$ cat config.mk
export PLATFORM = sky130hd
export DESIGN_NAME = ones_count_accum
export DESIGN_NICKNAME = d
export VERILOG_FILES = /design/src/rtl/ones_count_accum.sv
export SDC_FILE = /design/constraint.sdc
export NUM_CORES = 1
export LEC_CHECK = 0
export BUFFER_PORTS_ARGS = -buffer_cell sky130_fd_sc_hd__buf_2
export CORE_ASPECT_RATIO = 1.1
export CORE_UTILIZATION = 56
export CTS_CLUSTER_DIAMETER = 100
export DETAILED_ROUTE_END_ITERATION = 6
export PLACE_DENSITY = 0.79
export SETUP_SLACK_MARGIN = 0.05
export SLEW_MARGIN = 10
export SYNTH_ARGS = -nofsm -noshare
export SYNTH_HDL_FRONTEND = slang
export SYNTH_SLANG_ARGS = --single-unit
$ cat constraint.sdc
create_clock -name clk -period 6.4 [get_ports clk]
set_input_delay 1.6 -clock clk [delete_from_list [all_inputs] [get_ports clk]]
set_output_delay 1.6 -clock clk [all_outputs]
set_load 0.01 [all_outputs]
$ cat src/rtl/ones_count_accum.sv
// ones_count_accum: per-word ones count summed over in_last-delimited frames, result on valid/ready
module ones_count_accum #(
    parameter int WIDTH     = 8,
    parameter int CW        = $clog2(WIDTH + 1),
    parameter int ACC_WIDTH = 16,
    parameter int WC_WIDTH  = 8
) (
    input  logic                 clk,
    input  logic                 rst,
    input  logic                 in_valid,
    input  logic [WIDTH-1:0]     in_data,
    input  logic                 in_last,
    output logic                 in_ready,
    output logic [CW-1:0]        pop_now,
    output logic                 out_valid,
    input  logic                 out_ready,
    output logic [ACC_WIDTH-1:0] out_count,
    output logic [WC_WIDTH-1:0]  out_words,
    output logic                 out_overflow
);
    typedef enum logic {ACCUM, HOLD} state_t;
    state_t                state, state_n;
    logic [ACC_WIDTH-1:0] acc, acc_sat;
    logic [ACC_WIDTH:0]   acc_sum;
    logic [WC_WIDTH-1:0]  wc, wc_sat;
    logic [WC_WIDTH:0]    wc_sum;
    logic                 ovf, ovf_n, accept, take;
    assign out_valid = state == HOLD;
    assign in_ready  = !out_valid || out_ready;
    assign accept    = in_valid && in_ready;
    assign take      = out_valid && out_ready;
    assign acc_sum   = {1'b0, acc} + (ACC_WIDTH + 1)'(pop_now);
    assign wc_sum    = {1'b0, wc} + (WC_WIDTH + 1)'(1);
    assign acc_sat   = acc_sum[ACC_WIDTH] ? '1 : acc_sum[ACC_WIDTH-1:0];
    assign wc_sat    = wc_sum[WC_WIDTH] ? '1 : wc_sum[WC_WIDTH-1:0];
    assign ovf_n     = ovf | acc_sum[ACC_WIDTH] | wc_sum[WC_WIDTH];
    // ones count of the current input word, independent of handshake
    always_comb begin
        pop_now = '0;
        for (int i = 0; i < WIDTH; i++) pop_now = pop_now + CW'(in_data[i]);
    end
    // a last word always lands in HOLD, even when it arrives as the previous result is taken
    always_comb begin
        state_n = (accept && in_last) ? HOLD : take ? ACCUM : state;
    end
    // state register
    always_ff @(posedge clk) begin
        if (rst) state <= ACCUM;
        else     state <= state_n;
    end
    // frame accumulators and held result; acc/wc are already zero while holding
    always_ff @(posedge clk) begin
        if (rst) begin
            acc          <= '0;
            wc           <= '0;
            ovf          <= 1'b0;
            out_count    <= '0;
            out_words    <= '0;
            out_overflow <= 1'b0;
        end else if (accept) begin
            acc <= in_last ? '0 : acc_sat;
            wc  <= in_last ? '0 : wc_sat;
            ovf <= in_last ? 1'b0 : ovf_n;
            if (in_last) begin
                out_count    <= acc_sat;
                out_words    <= wc_sat;
                out_overflow <= ovf_n;
            end
        end
    end
endmodule

-- Word-level counts from Yosys, hierarchy flattened
Index checks and enable logic that the tools add are counted.
- register bits: 51
- input port bits: 13
- logic and storage cells: 32
- add/sub/neg operators: 9
- muxes and demuxes: 7
- bitwise operators: 2
- reduce and logical (&&, ||, !) cells: 7
- operators with widths (kind ; number):
    16-bit 2-to-1 mux ; 2
    16-bit by 4-bit adder with 17-bit output ; 1
    4-bit by 1-bit adder with 4-bit output ; 4
    8-bit 2-to-1 mux ; 2
    8-bit by 1-bit adder with 9-bit output (second input constant) ; 1
    3-bit by 1-bit adder with 4-bit output ; 1
    2-bit by 1-bit adder with 3-bit output ; 1
    1-bit logical AND ; 3
    1-bit 2-to-1 mux ; 3
    1-bit by 1-bit adder with 2-bit output ; 1
    1-bit OR ; 2
    2-bit AND reduction ; 1
    2-bit nonzero test ; 1
    1-bit logical NOT ; 1
    1-bit logical OR ; 1

-- Longest topological paths before layout
Gate-level depths: netlist (run 1).
- depth in word-level cells: 11
- gate-level depth with buffers: 15

-- Worst setup path after synthesis (run 1)
No wires, ideal clock.
- path kind: input port to flip-flop
- start point: input port in_data[0]
- end point: register acc[14]
- setup time: 122 ps
- arrival time: 5570 ps
- path slack: 708 ps
- cell stages on the path: 14
- path buffers: 0
- cell sequence: fa_1 -> inv_1 -> fa_1 -> fa_1 -> inv_1 -> ha_1 -> fa_1 -> inv_1 -> fa_1 -> nand2b_1 -> a21oi_4 -> nand4_4 -> or3_1 -> o311a_1
- longest elaborated chain between the ends: 10
- RTL lines (item ; RTL line ; source):
    start, declared ; 11 ; input logic [WIDTH-1:0] in_data,
    1-bit by 1-bit adder with 2-bit output ; 40 ; for (int i = 0; i < WIDTH; i++) pop_now = pop_now + CW'(in_data[i]);
    2-bit by 1-bit adder with 3-bit output ; 40 ;
    3-bit by 1-bit adder with 4-bit output ; 40 ;
    4-bit by 1-bit adder with 4-bit output (4 in a row) ; 40 ;
    net pop_now[1] ; 14 ; output logic [CW-1:0] pop_now,
    16-bit by 4-bit adder with 17-bit output ; 32 ; assign acc_sum = {1'b0, acc} + (ACC_WIDTH + 1)'(pop_now);
    16-bit 2-to-1 mux ; 34 ; assign acc_sat = acc_sum[ACC_WIDTH] ? '1 : acc_sum[ACC_WIDTH-1:0];
    16-bit 2-to-1 mux ; 61 ; acc <= in_last ? '0 : acc_sat;
    end signal, assigned ; 61 ;
    end, declared ; 23 ; logic [ACC_WIDTH-1:0] acc, acc_sat;
The timed path passes the listed nets, and every way through them passes these cells.
A chain may end at the register's enable or synchronous reset.

-- Worst setup path after layout (run 1)
- start point: input port in_data[0]
- end point: output port pop_now[2]
- longest elaborated chain between the ends: 7
- RTL lines (item ; RTL line):
    1-bit by 1-bit adder with 2-bit output ; 40
    2-bit by 1-bit adder with 3-bit output ; 40
    3-bit by 1-bit adder with 4-bit output ; 40
    4-bit by 1-bit adder with 4-bit output (4 in a row) ; 40
    end, declared ; 14
No other way between the ends.

==> results of run 1 <==
==> area by class of cell <==
| class | count | area, sq um |
|---|---|---|
| Clock buffer | 8 | 100.1 |
| Fill cell | 382 | 1635 |
| Inverter | 17 | 63.81 |
| Multi-Input combinational cell | 231 | 1506 |
| Sequential cell | 51 | 1021 |
| Tap cell | 56 | 70.07 |
| Timing Repair Buffer | 44 | 222.7 |
==> flip-flops by register name, summed over array words and instances, names as in the netlist <==
register / flops
ovf: 1
wc: 8
out_overflow: 1
out_valid: 1
out_count: 16
out_words: 8
acc: 16
==> metrics by stage <==
step                setup WS [ns]  instances  util [%]
global route               0.4029        407     64.60
floorplan                  0.7081        317         -
global placement           0.5006        399     62.43
CTS                        0.5866        407     64.60
finish                     0.5854        407     64.60
detailed placement         0.3192        399     62.43
==> power breakdown <==
| group | total [mW] | switching (mW) | internal (mW) |
|---|---|---|---|
| Combinational | 0.152 | 0.0939 | 0.0581 |
| Sequential | 0.337 | 0.00715 | 0.330 |
| Clock | 0.201 | 0.102 | 0.0989 |
| Total | 0.690 | 0.203 | 0.487 |
==> synth_stat cells, types with 2 or more instances <==
library cell | count | area (sq um)
and2_4 | 2 | 17.52
o221a_2 | 2 | 22.52
or2_2 | 2 | 12.51
xor2_1 | 3 | 26.28
a21o_1 | 2 | 15.01
clkbuf_1 | 7 | 26.28
nand4_1 | 4 | 25.02
a22oi_1 | 3 | 22.52
a21oi_1 | 31 | 155.2
and2_1 | 3 | 18.77
nand3_1 | 9 | 45.04
and3_1 | 5 | 31.28
a31oi_1 | 3 | 18.77
nand2_1 | 27 | 101.4
and4_1 | 4 | 35.03
nand2b_1 | 3 | 18.77
o21bai_1 | 2 | 15.01
o211ai_1 | 2 | 15.01
fa_1 | 5 | 100.1
dfxtp_1 | 51 | 1021
a311oi_1 | 6 | 52.55
buf_1 | 2 | 7.510
o21ai_0 | 7 | 35.03
o21a_1 | 2 | 15.01
nor2_2 | 2 | 12.51
and2_2 | 2 | 15.01
a211oi_1 | 14 | 105.1
nor3_1 | 20 | 100.1
inv_1 | 17 | 63.81
ha_1 | 8 | 100.1
xnor2_1 | 10 | 87.58
nor2_1 | 30 | 112.6
buf_2 | 5 | 25.02
==> routing by layer <==
metal,vias to the layer above,routed length (um)
met5,-,0
met4,0,208
met3,18,386
met2,95,3110
met1,1123,2650
li1,1189,-
==> cell families after synthesis <==
logic type | synth area share, %
AO/OA/AOI/OAI | 20.58
adder cells (fa/ha/maj) | 7.449
flip-flops | 37.99
multiplexers | 0.4190
buffers and inverters | 5.959
XOR/XNOR | 4.237
AND/OR/NAND/NOR | 23.37
==> how the worst max path moves through the flow <==
| stage | depth (start not counted) | slack (ns) | start | end |
|---|---|---|---|---|
| CTS | 10 | 0.59 | in_data[0] | pop_now[2] |
| global route | 15 | 0.40 | in_data[0] | out_count[8]$_SDFFE_PP0P_ |
| finish | 10 | 0.59 | in_data[0] | pop_now[2] |
| floorplan | 14 | 0.71 | in_data[0] | acc[14]$_SDFFE_PP0P_ |
| detailed placement | 15 | 0.32 | in_data[0] | out_count[8]$_SDFFE_PP0P_ |
| global placement | 15 | 0.50 | in_data[0] | acc[13]$_SDFFE_PP0P_ |
==> worst register-to-register path: stages (launching register included) <==
cell and delay, ns:
dfxtp_1 0.34, ha_1 0.16, inv_1 0.05, fa_1 0.38
nand2b_1 0.24, a21oi_4 0.31, and4_1 0.50, nor2_2 0.15
a211oi_1 0.28
==> impl_metrics.ini, run 1 <==
[status]
outcome = complete, no violations

[cts]
numCtsBuffers = 5
root_buffer = clkbuf_8
cts.sinks = 51
clk_pin_slew_ns = 0.09
cts-htree-levels = 2
cts_resized = 0
clockBufferDepth = 2
clk_latency_ns = 0.30
cts_tree = yes
hold_buffers = 0
postCtsSetupBuffers = 0

[setup_path]
setup.worst_path.start_class = input pin
max_stage_delay_ns = 0.53
worstPathCellList = buf_2 -> fa_1 -> inv_1 -> fa_1 -> fa_1 -> inv_1 -> ha_1 -> fa_1 -> xor2_1 -> buf_2
path_max_fanout = 2
cp_num_buf_inv = 4
cp-end-kind = output port
crit_family = adder cells
reg2reg_slack_ns = 3.88
crit_type = input pin to output port
slowest_stage = fa_1
timing.rr.end = out_count[8]$_SDFFE_PP0P_
cp.required_ns = 4.80
reg2reg_depth = 8
crit_top_cell = fa_1
worstPathArrival_ns = 4.21
r2r-start = acc[0]$_SDFFE_PP0P_

[final_layout]
final_common_cell = dfxtp_1
diodes = 0
final_area_sq_um = 2984
mostFrequentLayoutCells = dfxtp_1, buf_2, a21oi_1, nor2_1, nand2_1
area_growth_pct = 11.03
fin_nets = 376
drive_above_1_share_pct = 19.94

[timing]
skew_ns = 0.007974
fmax_mhz = 172.0
hold_violations = 0
setup_violations = 0
relSlewSlack_pct = 48.66
worstMarginPinSlew_ns = 0.7701
final_max_slew_viol_count = 0
tns_ns = 0
fin_crit_ns = 5.815
whs_ns = 0.4535
rsz0062_at_grt = false
fin_crit_sh_pct = 90.85

[placement]
port_buffers = 43
dp_hpwl_um = 4649
post_dp_cell_area_sq_um = 2884
routabilityCongestion = 0.8778

[synthesis]
async_flop_share_pct = 0
avgSynthCellArea_sq_um = 8.478
ys_seq_area_share_pct = 37.99
synth-edff-count = 0
synth_cell_types = 55
synth_area_sq_um = 2688
synth_nets = 343
yosys_warnings = 0
netlist_instances = 317
ys.flop_type = dfxtp_1
ys_ff_latch = 51

[global_routing]
grtUsageMet3_pct = 5.000
use_met1_pct = 32.52
met2_usage_pct = 43.68
grt_pass1_wl_um = 10050
grt_pass1_vias = 2181
antenna_found_initial = 0
top_usage_layer = met2
grt_overflow = 0
track_usage_pct = 26.43
grt_max_degree = 43

[detailed_routing]
vias = 2425
drt_wl_total_um = 6354
ant_nets = 0
first_pass_iters = 5
wire_per_inst_um = 15.61
viasPerCell = 5.958
dr.first_iter.drc_count = 216
drc = 0

[pwr]
p_leak_nw = 1.198
report.power.total_mw = 0.6898
power_density_nw_per_um2 = 231.2
vdd_drop_max_v = 0.0001166

[die]
die_y_um = 74.66
start_util_pct = 58.18
chipWidth_um = 68.05
core_area_sq_um = 4619
fp.dieArea_sq_um = 5080
ioPinCount = 44
rows = 26

[min_path]
min_path_type = flip-flop to flip-flop
min_from = out_words[0]$_SDFFE_PP0P_
holdPathStages = 2
hold_end = out_words[0]$_SDFFE_PP0P_

[run]
drv_cap = 0
Note: power is estimated with default switching activity, not from simulation.
==> run 2: changes to the inputs <==
--- a/config.mk
+++ b/config.mk
@@ -7,10 +7,11 @@
 export LEC_CHECK = 0
 export BUFFER_PORTS_ARGS = -buffer_cell sky130_fd_sc_hd__buf_2
 export CORE_ASPECT_RATIO = 1.1
-export CORE_UTILIZATION = 56
+export CORE_MARGIN = 8
+export CORE_UTILIZATION = 60
 export CTS_CLUSTER_DIAMETER = 100
 export DETAILED_ROUTE_END_ITERATION = 6
-export PLACE_DENSITY = 0.79
+export PLACE_DENSITY = 0.84
 export SETUP_SLACK_MARGIN = 0.05
 export SLEW_MARGIN = 10
 export SYNTH_ARGS = -nofsm -noshare
==> constraint.sdc (replaced) <==
create_clock -name clk -period 7.4 [get_ports clk]
set_input_delay 1.85 -clock clk [delete_from_list [all_inputs] [get_ports clk]]
set_output_delay 1.85 -clock clk [all_outputs]
set_load 0.01 [all_outputs]
==> run 2 against run 1 <==
Routed wire length is 3.1% higher. First-iteration DRC count down 18%. Sequential cell count unchanged.
==> impl_metrics.ini, run 2 (same netlist as run 1, synthesis figures left out) <==
[setup_path]
worstPathCellList = buf_2 -> fa_1 -> inv_1 -> fa_1 -> fa_1 -> inv_1 -> ha_1 -> fa_1 -> xor2_1 -> buf_2
crit_type = input pin to output port
crit_top_cell = fa_1
cp-end-kind = output port
r2r-start = acc[0]$_SDFFE_PP0P_
reg2reg_slack_ns = 4.85
reg2reg_depth = 8
slowest_stage = fa_1
worstPathArrival_ns = 4.46
setup.worst_path.start_class = input pin
path_max_fanout = 2
max_stage_delay_ns = 0.53
timing.rr.end = out_count[6]$_SDFFE_PP0P_
cp.required_ns = 5.55

[cts]
clk_pin_slew_ns = 0.10
root_buffer = clkbuf_8
hold_buffers = 0
cts.sinks = 51
cts_resized = 0
clockBufferDepth = 2
numCtsBuffers = 5
cts-htree-levels = 2
clk_latency_ns = 0.31
cts_tree = yes
postCtsSetupBuffers = 0

[final_layout]
top_regs = acc x16, out_count x16
multi_input_area_sq_um = 1506
fill_cells = 364
mostFrequentLayoutCells = dfxtp_1, buf_2, a21oi_1, nor2_1, nand2_1
diodes = 0
drive_above_1_share_pct = 20.00
fin_nets = 375
register_area_sq_um = 1021
area_growth_pct = 10.61
final_common_cell = dfxtp_1

[placement]
dp_hpwl_um = 4792
port_buffers = 43
routabilityCongestion = 0.8653
pre_cts_ws_ns = 1.084

[global_routing]
grt_max_degree = 43
track_usage_pct = 18.98
met2_usage_pct = 35.24
top_usage_layer = met2
antenna_found_initial = 0
grt_overflow = 0
grt_pass1_wl_um = 10800
grtUsageMet3_pct = 2.692
grt_pass1_vias = 2409
use_met1_pct = 21.26

[detailed_routing]
first_pass_iters = 4
drt_wl_total_um = 6551
wire_per_inst_um = 16.22
drc = 0
ant_nets = 0
dr.first_iter.drc_count = 177
viasPerCell = 6.045
vias = 2442

[status]
outcome = complete, no violations

[pwr]
vdd_drop_max_v = 0.0001064
p_leak_nw = 1.189
power_density_nw_per_um2 = 199.0

[run]
drv_cap = 0

[min_path]
holdPathStages = 2
min_path_type = flip-flop to flip-flop
hold_end = out_words[4]$_SDFFE_PP0P_
min_from = out_words[4]$_SDFFE_PP0P_

[timing]
worst_slack_ns = 1.089
tns_ns = 0
final_max_slew_viol_count = 0
skew_ns = 0.01000
fin_crit_sh_pct = 85.29
setup_violations = 0
rsz0062_at_grt = false
hold_violations = 0
fmax_mhz = 158.4
worstMarginPinSlew_ns = 1.089
fin_crit_ns = 6.311
relSlewSlack_pct = 27.39

[die]
start_util_pct = 62.26
fp.dieArea_sq_um = 6879
rows = 25
chipWidth_um = 79.81
die_y_um = 86.20
core_area_sq_um = 4317
ioPinCount = 44
run 2: worst max path at each step:
stage / startpoint / to / slack, ns / cells past startpoint
global placement: in_data[0] / pop_now[2] / 1.16 / 10
finish: in_data[0] / pop_now[2] / 1.09 / 10
floorplan: in_data[0] / pop_now[2] / 1.35 / 8
CTS: in_data[0] / pop_now[2] / 1.08 / 10
detailed placement: in_data[0] / out_count[6]$_SDFFE_PP0P_ / 1.08 / 15
global route: in_data[0] / pop_now[2] / 0.99 / 10
run 2: layout make-up:
cell class	instances	share of cell area (%)
Sequential cell	51	34.34
Inverter	17	2.146
Clock inverter	2	0.5471
Clock buffer	6	2.778
Tap cell	54	2.273
Timing Repair Buffer	43	7.239
Multi-Input combinational cell	231	50.67
run 2: metrics by stage:
step	hold slack, ns	util (%)	cell area [sq um]	power (mW)	cells
floorplan	0.4406	-	2688	0.3870	317
global placement	0.4414	66.58	2874	0.4216	396
detailed placement	0.4467	66.58	2874	0.4266	396
CTS	0.4604	68.87	2973	0.5930	404
global route	0.4836	68.87	2973	0.6218	404
finish	0.4540	68.87	2973	0.5916	404
run 2: where the power goes:
part / switching [mW] / internal (mW) / leakage, nW
registers: 0.00626 / 0.285 / 0.415
clock network: 0.0944 / 0.0765 / 0.0474
logic: 0.0795 / 0.0499 / 0.727
run 2: critical path, delay by kind of cell:
family	cells	cell delay, ns
xor gates and xnor gates	1	0.19
adders and majority gates	5	2.07
buffers and inverters	4	0.36
run 2: per-layer routing:
layer | wire (um) | vias up
li1 | - | 1188
met1 | 2696 | 1165
met2 | 3423 | 72
met3 | 315 | 17
met4 | 116 | 0
met5 | 0 | -
==> run 3: changes to the inputs <==
--- a/config.mk
+++ b/config.mk
@@ -5,13 +5,14 @@
 export SDC_FILE = /design/constraint.sdc
 export NUM_CORES = 1
 export LEC_CHECK = 0
+export ABC_CLOCK_PERIOD_IN_PS = 5900
 export BUFFER_PORTS_ARGS = -buffer_cell sky130_fd_sc_hd__buf_2
 export CORE_ASPECT_RATIO = 1.1
 export CORE_MARGIN = 8
-export CORE_UTILIZATION = 60
+export CORE_UTILIZATION = 56
 export CTS_CLUSTER_DIAMETER = 100
 export DETAILED_ROUTE_END_ITERATION = 6
-export PLACE_DENSITY = 0.84
+export PLACE_DENSITY = 0.79
 export SETUP_SLACK_MARGIN = 0.05
 export SLEW_MARGIN = 10
 export SYNTH_ARGS = -nofsm -noshare
==> constraint.sdc (replaced) <==
create_clock -name clk -period 5.9 [get_ports clk]
set_input_delay 1.475 -clock clk [delete_from_list [all_inputs] [get_ports clk]]
set_output_delay 1.475 -clock clk [all_outputs]
set_load 0.01 [all_outputs]
==> run 3 against run 2 <==
First-iteration DRC count increased by 44%. Count of clock-buffer cells in the layout did not move. Sequential cell count did not move. Cell count up 1.2%. Worst setup slack got worse by 0.76 ns.
==> impl_metrics.ini, run 3 (same netlist as run 1, synthesis figures left out) <==
[final_layout]
final_common_cell = dfxtp_1
top_regs = acc x16, out_count x16
diodes = 0
fin_nets = 379
final_area_sq_um = 3009
drive_above_1_share_pct = 20.40
mostFrequentLayoutCells = dfxtp_1, buf_2, a21oi_1, nor2_1, nand2_1
fill_cells = 413
stdcell_count = 409
fin_util_pct = 65.14
area_growth_pct = 11.96

[detailed_routing]
dr.first_iter.drc_count = 254
drt_wl_total_um = 6443
vias = 2450
viasPerCell = 5.990
drc = 0
first_pass_iters = 5
wire_per_inst_um = 15.75
ant_nets = 0

[die]
rows = 26
chipWidth_um = 82.05
start_util_pct = 58.18
die_y_um = 88.66
ioPinCount = 44
core_area_sq_um = 4619
fp.dieArea_sq_um = 7274

[cts]
cts_resized = 0
numCtsBuffers = 5
root_buffer = clkbuf_8
clockBufferDepth = 2
clk_pin_slew_ns = 0.09
cts.sinks = 51
cts_tree = yes
cts-htree-levels = 2
postCtsSetupBuffers = 0
hold_buffers = 0
clk_latency_ns = 0.30

[placement]
pre_cts_ws_ns = 0.1354
post_dp_cell_area_sq_um = 2907
dp_hpwl_um = 4595
dp.cells = 402
port_buffers = 43
routabilityCongestion = 0.8682

[timing]
relSlewSlack_pct = 25.77
whs_ns = 0.4540
hold_violations = 0
setup_violations = 0
worst_slack_ns = 0.3310
final_max_slew_viol_count = 0
fmax_mhz = 179.6
worstMarginPinSlew_ns = 1.114
tns_ns = 0
skew_ns = 0.005074
rsz0062_at_grt = false
fin_crit_sh_pct = 94.39
fin_crit_ns = 5.569

[global_routing]
antenna_found_initial = 0
grt_pass1_wl_um = 10820
grt_overflow = 0
grt_pass1_vias = 2321
grt_max_degree = 43
track_usage_pct = 18.54

[pwr]
power_density_nw_per_um2 = 253.6
report.power.total_mw = 0.7631
p_leak_nw = 1.215
vdd_drop_max_v = 0.0001324

[setup_path]
crit_top_cell = fa_1
crit_type = input pin to output port
slowest_stage = fa_1
path_max_fanout = 2
cp-end-kind = output port
setup.worst_path.start_class = input pin
cp.required_ns = 4.43
worstPathCellList = buf_2 -> fa_1 -> inv_1 -> fa_1 -> fa_1 -> inv_1 -> ha_1 -> fa_1 -> xor2_1 -> buf_2
max_stage_delay_ns = 0.53
worstPathArrival_ns = 4.09

[run]
drv_cap = 0

[min_path]
min_path_type = flip-flop to flip-flop

[status]
outcome = complete, no violations
-- run 3: cell count changes in the layout (fill, tap and decap cells not counted) --
cell / delta
clkinv_4: -1
clkinvlp_4: -1
clkbuf_1: +1
clkbuf_8: -1
bufinv_16: +1
buf_4: +4
-- run 3: final cells by class --
| cell class | instances | area [sq um] | share of cell area, % |
|---|---|---|---|
| clock inverters | 1 | 30.03 | 0.9979 |
| repair buffers | 47 | 245.2 | 8.150 |
| flip-flops and latches | 51 | 1021 | 33.93 |
| well taps | 56 | 70.07 | 2.328 |
| inverters | 17 | 63.81 | 2.121 |
| clock buffers | 6 | 72.57 | 2.412 |
| multi-input cells | 231 | 1506 | 50.06 |
-- run 3: power breakdown --
part / switching (mW) / internal [mW] / leakage (nW)
clock: 0.112 / 0.124 / 0.0513
combinational: 0.0991 / 0.0620 / 0.749
sequential: 0.00772 / 0.357 / 0.415
-- run 3: layer usage --
| metal | track usage (%) | share of wire [%] |
|---|---|---|
| met1 | 22.37 | 43 |
| met2 | 32.04 | 49 |
| met5 | 0 | 0 |
| met4 | 6.070 | 1.7 |
| met3 | 3.354 | 6.4 |
-- run 3: worst max-delay path: cells and delay by family --
| kind | cells | cell delay [ns] |
|---|---|---|
| adder cells (fa/ha/maj) | 5 | 2.06 |
| buffers and inverters | 4 | 0.37 |
| XOR/XNOR | 1 | 0.20 |
-- run 3: worst paths after layout --
path	startpoint	end	slack [ns]	cells after the start
worst min-delay path	out_words[4]$_SDFFE_PP0P_	out_words[4]$_SDFFE_PP0P_	0.45	2
worst max-delay path	in_data[0]	pop_now[2]	0.33	10
worst min register to register	out_words[4]$_SDFFE_PP0P_	out_words[4]$_SDFFE_PP0P_	0.45	2
worst max register to register	out_valid$_SDFFE_PP0P_	out_count[5]$_SDFFE_PP0P_	3.48	5
